### src/rtl/mvm_host_ctrl.sv
// Host-side sequencer for the mvm core: stages commands and data, replays them to the
// core as gap-free load/start sequences, and streams the captured result burst out.
module mvm_host_ctrl #(
    parameter int M  = 12,
    parameter int T  = 20,
    parameter int OW = 2 * T
) (
    input  logic                 clk,
    input  logic                 reset,
    input  logic                 cmd_valid,
    output logic                 cmd_ready,
    input  logic [1:0]           cmd,
    input  logic                 s_valid,
    output logic                 s_ready,
    input  logic signed [T-1:0]  s_data,
    output logic                 loadMatrix,
    output logic                 loadVector,
    output logic                 start,
    output logic signed [T-1:0]  data_in,
    input  logic                 done,
    input  logic signed [OW-1:0] data_out,
    output logic                 m_valid,
    input  logic                 m_ready,
    output logic signed [OW-1:0] m_data,
    output logic                 m_last
);

    localparam int N  = M * M;
    localparam int CW = $clog2(M * M + 1);
    localparam int AW = (N > 1) ? $clog2(N) : 1;
    localparam int RW = (M > 1) ? $clog2(M) : 1;

    typedef enum logic [2:0] {
        IDLE, FILL, PULSE, BURST, START, WAIT_DONE, CAPTURE, DRAIN
    } state_t;

    state_t                state_q, state_d;
    logic [CW-1:0]         cnt_q, cnt_d;
    logic [CW-1:0]         len_q, len_d;
    logic                  mat_q, mat_d;
    logic                  stage_we, res_we;

    logic signed [T-1:0]   stage_mem [N];
    logic signed [OW-1:0]  res_mem   [M];

    logic                  cmd_ready_q, s_ready_q, ldm_q, ldv_q, start_q;
    logic                  m_valid_q, m_last_q, m_last_d;
    logic signed [T-1:0]   data_in_q, data_in_d;
    logic signed [OW-1:0]  m_data_q, m_data_d;

    always_comb begin
        state_d   = state_q;
        cnt_d     = cnt_q;
        len_d     = len_q;
        mat_d     = mat_q;
        data_in_d = '0;
        m_data_d  = m_data_q;
        m_last_d  = m_last_q;
        stage_we  = 1'b0;
        res_we    = 1'b0;
        case (state_q)
            IDLE: begin
                if (cmd_valid && cmd_ready_q) begin
                    case (cmd)
                        2'd0: begin
                            mat_d   = 1'b1;
                            len_d   = CW'(N);
                            cnt_d   = '0;
                            state_d = FILL;
                        end
                        2'd1: begin
                            mat_d   = 1'b0;
                            len_d   = CW'(M);
                            cnt_d   = '0;
                            state_d = FILL;
                        end
                        2'd2:    state_d = START;
                        default: state_d = IDLE;
                    endcase
                end
            end
            FILL: begin
                if (s_valid && s_ready_q) begin
                    stage_we = 1'b1;
                    if (cnt_q == len_q - CW'(1)) begin
                        cnt_d   = '0;
                        state_d = PULSE;
                    end else begin
                        cnt_d = cnt_q + CW'(1);
                    end
                end
            end
            PULSE: begin
                // Pre-fetch word 0 so the burst follows the pulse with no gap.
                data_in_d = stage_mem[0];
                cnt_d     = CW'(1);
                state_d   = BURST;
            end
            BURST: begin
                if (cnt_q == len_q) begin
                    cnt_d   = '0;
                    state_d = IDLE;
                end else begin
                    data_in_d = stage_mem[cnt_q[AW-1:0]];
                    cnt_d     = cnt_q + CW'(1);
                end
            end
            START: state_d = WAIT_DONE;
            WAIT_DONE: begin
                if (done) begin
                    cnt_d   = '0;
                    state_d = CAPTURE;
                end
            end
            CAPTURE: begin
                res_we = 1'b1;
                if (cnt_q == CW'(M - 1)) begin
                    // With a single-word result, word 0 is being written this edge.
                    m_data_d = (cnt_q == '0) ? data_out : res_mem[0];
                    m_last_d = (M == 1);
                    cnt_d    = '0;
                    state_d  = DRAIN;
                end else begin
                    cnt_d = cnt_q + CW'(1);
                end
            end
            DRAIN: begin
                if (m_valid_q && m_ready) begin
                    if (cnt_q == CW'(M - 1)) begin
                        m_data_d = '0;
                        m_last_d = 1'b0;
                        cnt_d    = '0;
                        state_d  = IDLE;
                    end else begin
                        m_data_d = res_mem[cnt_q[RW-1:0] + RW'(1)];
                        m_last_d = (cnt_q == CW'(M - 2));
                        cnt_d    = cnt_q + CW'(1);
                    end
                end
            end
            default: state_d = IDLE;
        endcase
    end

    // Outputs are registered from the next state so every strobe lines up with its state.
    always_ff @(posedge clk) begin
        if (reset) begin
            state_q     <= IDLE;
            cnt_q       <= '0;
            len_q       <= '0;
            mat_q       <= 1'b0;
            cmd_ready_q <= 1'b0;
            s_ready_q   <= 1'b0;
            ldm_q       <= 1'b0;
            ldv_q       <= 1'b0;
            start_q     <= 1'b0;
            data_in_q   <= '0;
            m_valid_q   <= 1'b0;
            m_data_q    <= '0;
            m_last_q    <= 1'b0;
        end else begin
            state_q     <= state_d;
            cnt_q       <= cnt_d;
            len_q       <= len_d;
            mat_q       <= mat_d;
            cmd_ready_q <= (state_d == IDLE);
            s_ready_q   <= (state_d == FILL);
            ldm_q       <= (state_d == PULSE) && mat_d;
            ldv_q       <= (state_d == PULSE) && !mat_d;
            start_q     <= (state_d == START);
            data_in_q   <= data_in_d;
            m_valid_q   <= (state_d == DRAIN);
            m_data_q    <= m_data_d;
            m_last_q    <= m_last_d;
        end
    end

    always_ff @(posedge clk) begin
        if (stage_we) stage_mem[cnt_q[AW-1:0]] <= s_data;
        if (res_we)   res_mem[cnt_q[RW-1:0]]   <= data_out;
    end

    assign cmd_ready  = cmd_ready_q;
    assign s_ready    = s_ready_q;
    assign loadMatrix = ldm_q;
    assign loadVector = ldv_q;
    assign start      = start_q;
    assign data_in    = data_in_q;
    assign m_valid    = m_valid_q;
    assign m_data     = m_data_q;
    assign m_last     = m_last_q;

endmodule

### config.mk
export PLATFORM = sky130hd
export DESIGN_NAME = mvm_host_ctrl
export DESIGN_NICKNAME = d
export VERILOG_FILES = /design/src/rtl/mvm_host_ctrl.sv
export SDC_FILE = /design/constraint.sdc
export NUM_CORES = 2
export LEC_CHECK = 0
export BUFFER_PORTS_ARGS = -buffer_cell sky130_fd_sc_hd__buf_2
export CAP_MARGIN = 0
export CORE_AREA = 4 4 526 528
export DETAILED_ROUTE_END_ITERATION = 12
export DIE_AREA = 0 0 530 532
export PLACE_DENSITY = 0.66
export REMOVE_ABC_BUFFERS = 1
export SYNTH_ARGS = -nofsm -noshare
export SYNTH_HDL_FRONTEND = slang
export SYNTH_SLANG_ARGS = --single-unit
### constraint.sdc
create_clock -name clk -period 3.35 [get_ports clk]
set_input_delay 1.005 -clock clk [delete_from_list [all_inputs] [get_ports clk]]
set_output_delay 1.005 -clock clk [all_outputs]
set_load 0.01 [all_outputs]
==> results.txt <==
Area leader, netlist - edfxtp_1
Via count - 72,700
Fin worst setup slack - -78.5 ps
Filler cells - 19,800
Min Tclk post-route - 3430 ps
Net switching power - 19.2 mW
Worst R2R Path Depth - 9
Clock Pin Slew Worst Setup and Hold Paths - 60 ps
Switch share - 0.211
Synth top cells by count - edfxtp_1, mux4_2, mux2i_1
Cell area power density - 583 nW/um2
Number of remaining DRC errors - 0
Count leader, synth - edfxtp_1
Worst-margin pin slew - 1300 ps
Design area - 157,000 um2
CP Data Required Time - 4180 ps
Fmax - 292 MHz
Postcts setup bufs - 0
DP Cell Count - 10,500
Register area share after synthesis - 0.759
CTS buffer count - 354
Synth Instances - 6,507
Largest net degree at the start of global routing - 145
Post-Route Skew - 87.2 ps
Final hold viol count - 0
Routed WL - 391 mm
First-pass GRT wire length - 550 mm
Setup Viol. Count Final - 2
Detailed router's first-iteration violation count - 11,100
Min Hold Slack - 446 ps
Failing checks - negative setup slack
# rows - 192
Prevailing post-synth register cell - edfxtp_1
GRT Util Overall - 0.274
Comb pwr share - 0.058
Detail Route Antenna Nets - 0
Area post-placement - 145,000 um2
Sink Count - 3,449
Area Growth Syn to Fin - 15.8%
Hold WC Path Type - in2reg
Syn avg cell area - 20.8 um2
Vias in the first global route - 71,500
CTS tree - done
Period utilization - 1.02
Post-synth ARST share - 0
Mapped cell area - 135,000 um2
Starting Density - 0.496
GRT overflow - 0
I/O Buffers - 134
Leakage - 49.1 nW
Fin cells - 11,200
Status - finished with violations
Via-to-Cell Ratio - 6.50
Worst slack, placed - -272 ps
Drt pass-1 iters - 6
VDD IR max - 0.481 mV
WL/cell - 35.0 um
Worst skew pair latency - 910 ps
Pint - 72.1 mW
Initial antenna violation count - 32
Ports - 135
Max_cap viols - 0
Hold depth - 2
YS warnings - 0
Pins over their slew limit - 0
WP depth - 9
Die ar. - 282,000 um2
Crit path cell chain - buf_12 -> buf_12 -> buf_4 -> mux4_2 -> nand2_1 -> a32oi_1 -> a21oi_1 -> nor4b_2 -> a211o_1
Share of cells above drive strength 1 - 0.282
Power share of the clock group - 0.424
WP buf/inv - 3
Root Driver - clkbuf_16
CP endpoint kind - register
H-tree depth - 5
Most used cell, CP - buf_12
Post-synth top area share - 0.746
Cell family with most CP delay - compound AO/OA/AOI/OAI gates
Sequential power share - 0.518
CORE AREA - 272,000 um2
Final net count - 7,358
Crit Path Max Fanout - 23
Relative slew slack - 0.130
Synth area leaders - edfxtp_1, mux4_2, mux2i_1, mux4_1, dfxtp_1
Setup TNS - -84.4 ps
Die height - 532 um
Number of synthesized register bits - 3,449
Total chip power - 91.3 mW
Post-DP HPWL - 241 mm
Die width - 530 um
CP max stage delay - 660 ps
Slowest cell on crit path - nor4b_2
Number of flops mapped to enable cells by yosys - 3,360
Startpoint Class - register
Setup CP Type - reg2reg
GP Congestion - 0.933
Fin util - 0.575
Clock Tree Buf Depth - 4
Synth cell types - 90
CP arrival - 4260 ps
-- path summary, 6_finish.rpt --
check             start  slack (ps)     endpoint
max            register         -80  data_in[12]
min              cmd[0]         450     len_q[4]
max reg2reg    register         -80  data_in[12]
min reg2reg  m_data[16]         450   m_data[16]
-- logic make-up (layout without fill, tap and decap cells) --
group	after synthesis	in the layout	synth area share
AOI/OAI and AO/OA	672	672	0.0361
xor gates and xnor gates	8	8	0.000518
adders and majority gates	6	6	0.000555
buffers and inverters	400	1460	0.0231
DFF	3449	3449	0.759
muxes	1147	1147	0.154
other	0	15	0
and+or+nand+nor	825	825	0.0267
-- flip-flops by register name, summed over array words and instances, names as in the netlist, named ones only --
| register | count |
|---|---|
| start | 1 |
| state_q | 3 |
| len_q | 2 |
| stage_mem | 2880 |
| m_last | 1 |
| res_mem | 480 |
| loadMatrix | 1 |
| mat_q | 1 |
| m_data | 40 |
| cnt_q | 8 |
| loadVector | 1 |
| s_ready | 1 |
| m_valid | 1 |
| data_in | 20 |
| cmd_ready | 1 |
-- timing repair --
action                     CTS  global route
pin swaps                    0             0
resized for setup            5             9
setup endpoints to repair    4             7
hold buffers                 0             0
-- cells in the final DEF, fill, tap and decap left out, types with 67 or more instances in the layout --
master / synthesis / routed
a211oi_1: 71 / 70
a21oi_1: 113 / 111
a221oi_1: 71 / 71
buf_12: 22 / 169
buf_2: 73 / 114
buf_4: 35 / 525
clkbuf_16: 0 / 360
clkinv_1: 1 / 67
clkinv_2: 0 / 74
dfxtp_1: 89 / 81
edfxtp_1: 3360 / 3360
mux2i_1: 426 / 426
mux4_1: 121 / 121
mux4_2: 585 / 585
nand2_1: 269 / 269
nor2_1: 304 / 148
nor2_2: 1 / 144
o21ai_0: 78 / 75
-- power by group through the flow --
stage | sequential (mW) | combinational, mW | clock, mW
after floorplan | 48.6 | 3.38 | 0
after global placement | 48.3 | 5.22 | 0
after detailed placement | 48.3 | 5.31 | 0
after CTS | 47.3 | 5.32 | 39.1
after global routing | 47.3 | 5.59 | 41.0
final | 47.3 | 5.31 | 38.7
-- cell type report --
type                    instances  area, um2  area share
flip-flops and latches       3449     103000       0.656
multi-input cells            2658      30100       0.192
clock buffers                 440       9480      0.0605
repair buffers                808       7900      0.0504
well taps                    3589       4490      0.0287
clock inverters               199       1850      0.0118
inverters                      13       56.3    0.000360
diodes                         15       37.5    0.000240
-- layer usage --
| metal | wire length (um) | track usage |
|---|---|---|
| met5 | 112 | 0 |
| met4 | 19700 | 0.116 |
| met3 | 44400 | 0.0687 |
| met2 | 179000 | 0.416 |
| met1 | 147000 | 0.382 |
-- worst register-to-register path: cells and delay by family (launching register included) --
family,cells,cell delay (ps)
AO/OA/AOI/OAI,3,1010
buffers and inverters,3,850
AND/OR/NAND/NOR,2,720
flip-flops,1,490
multiplexers,1,310
Power figures use the tool's default switching activity.
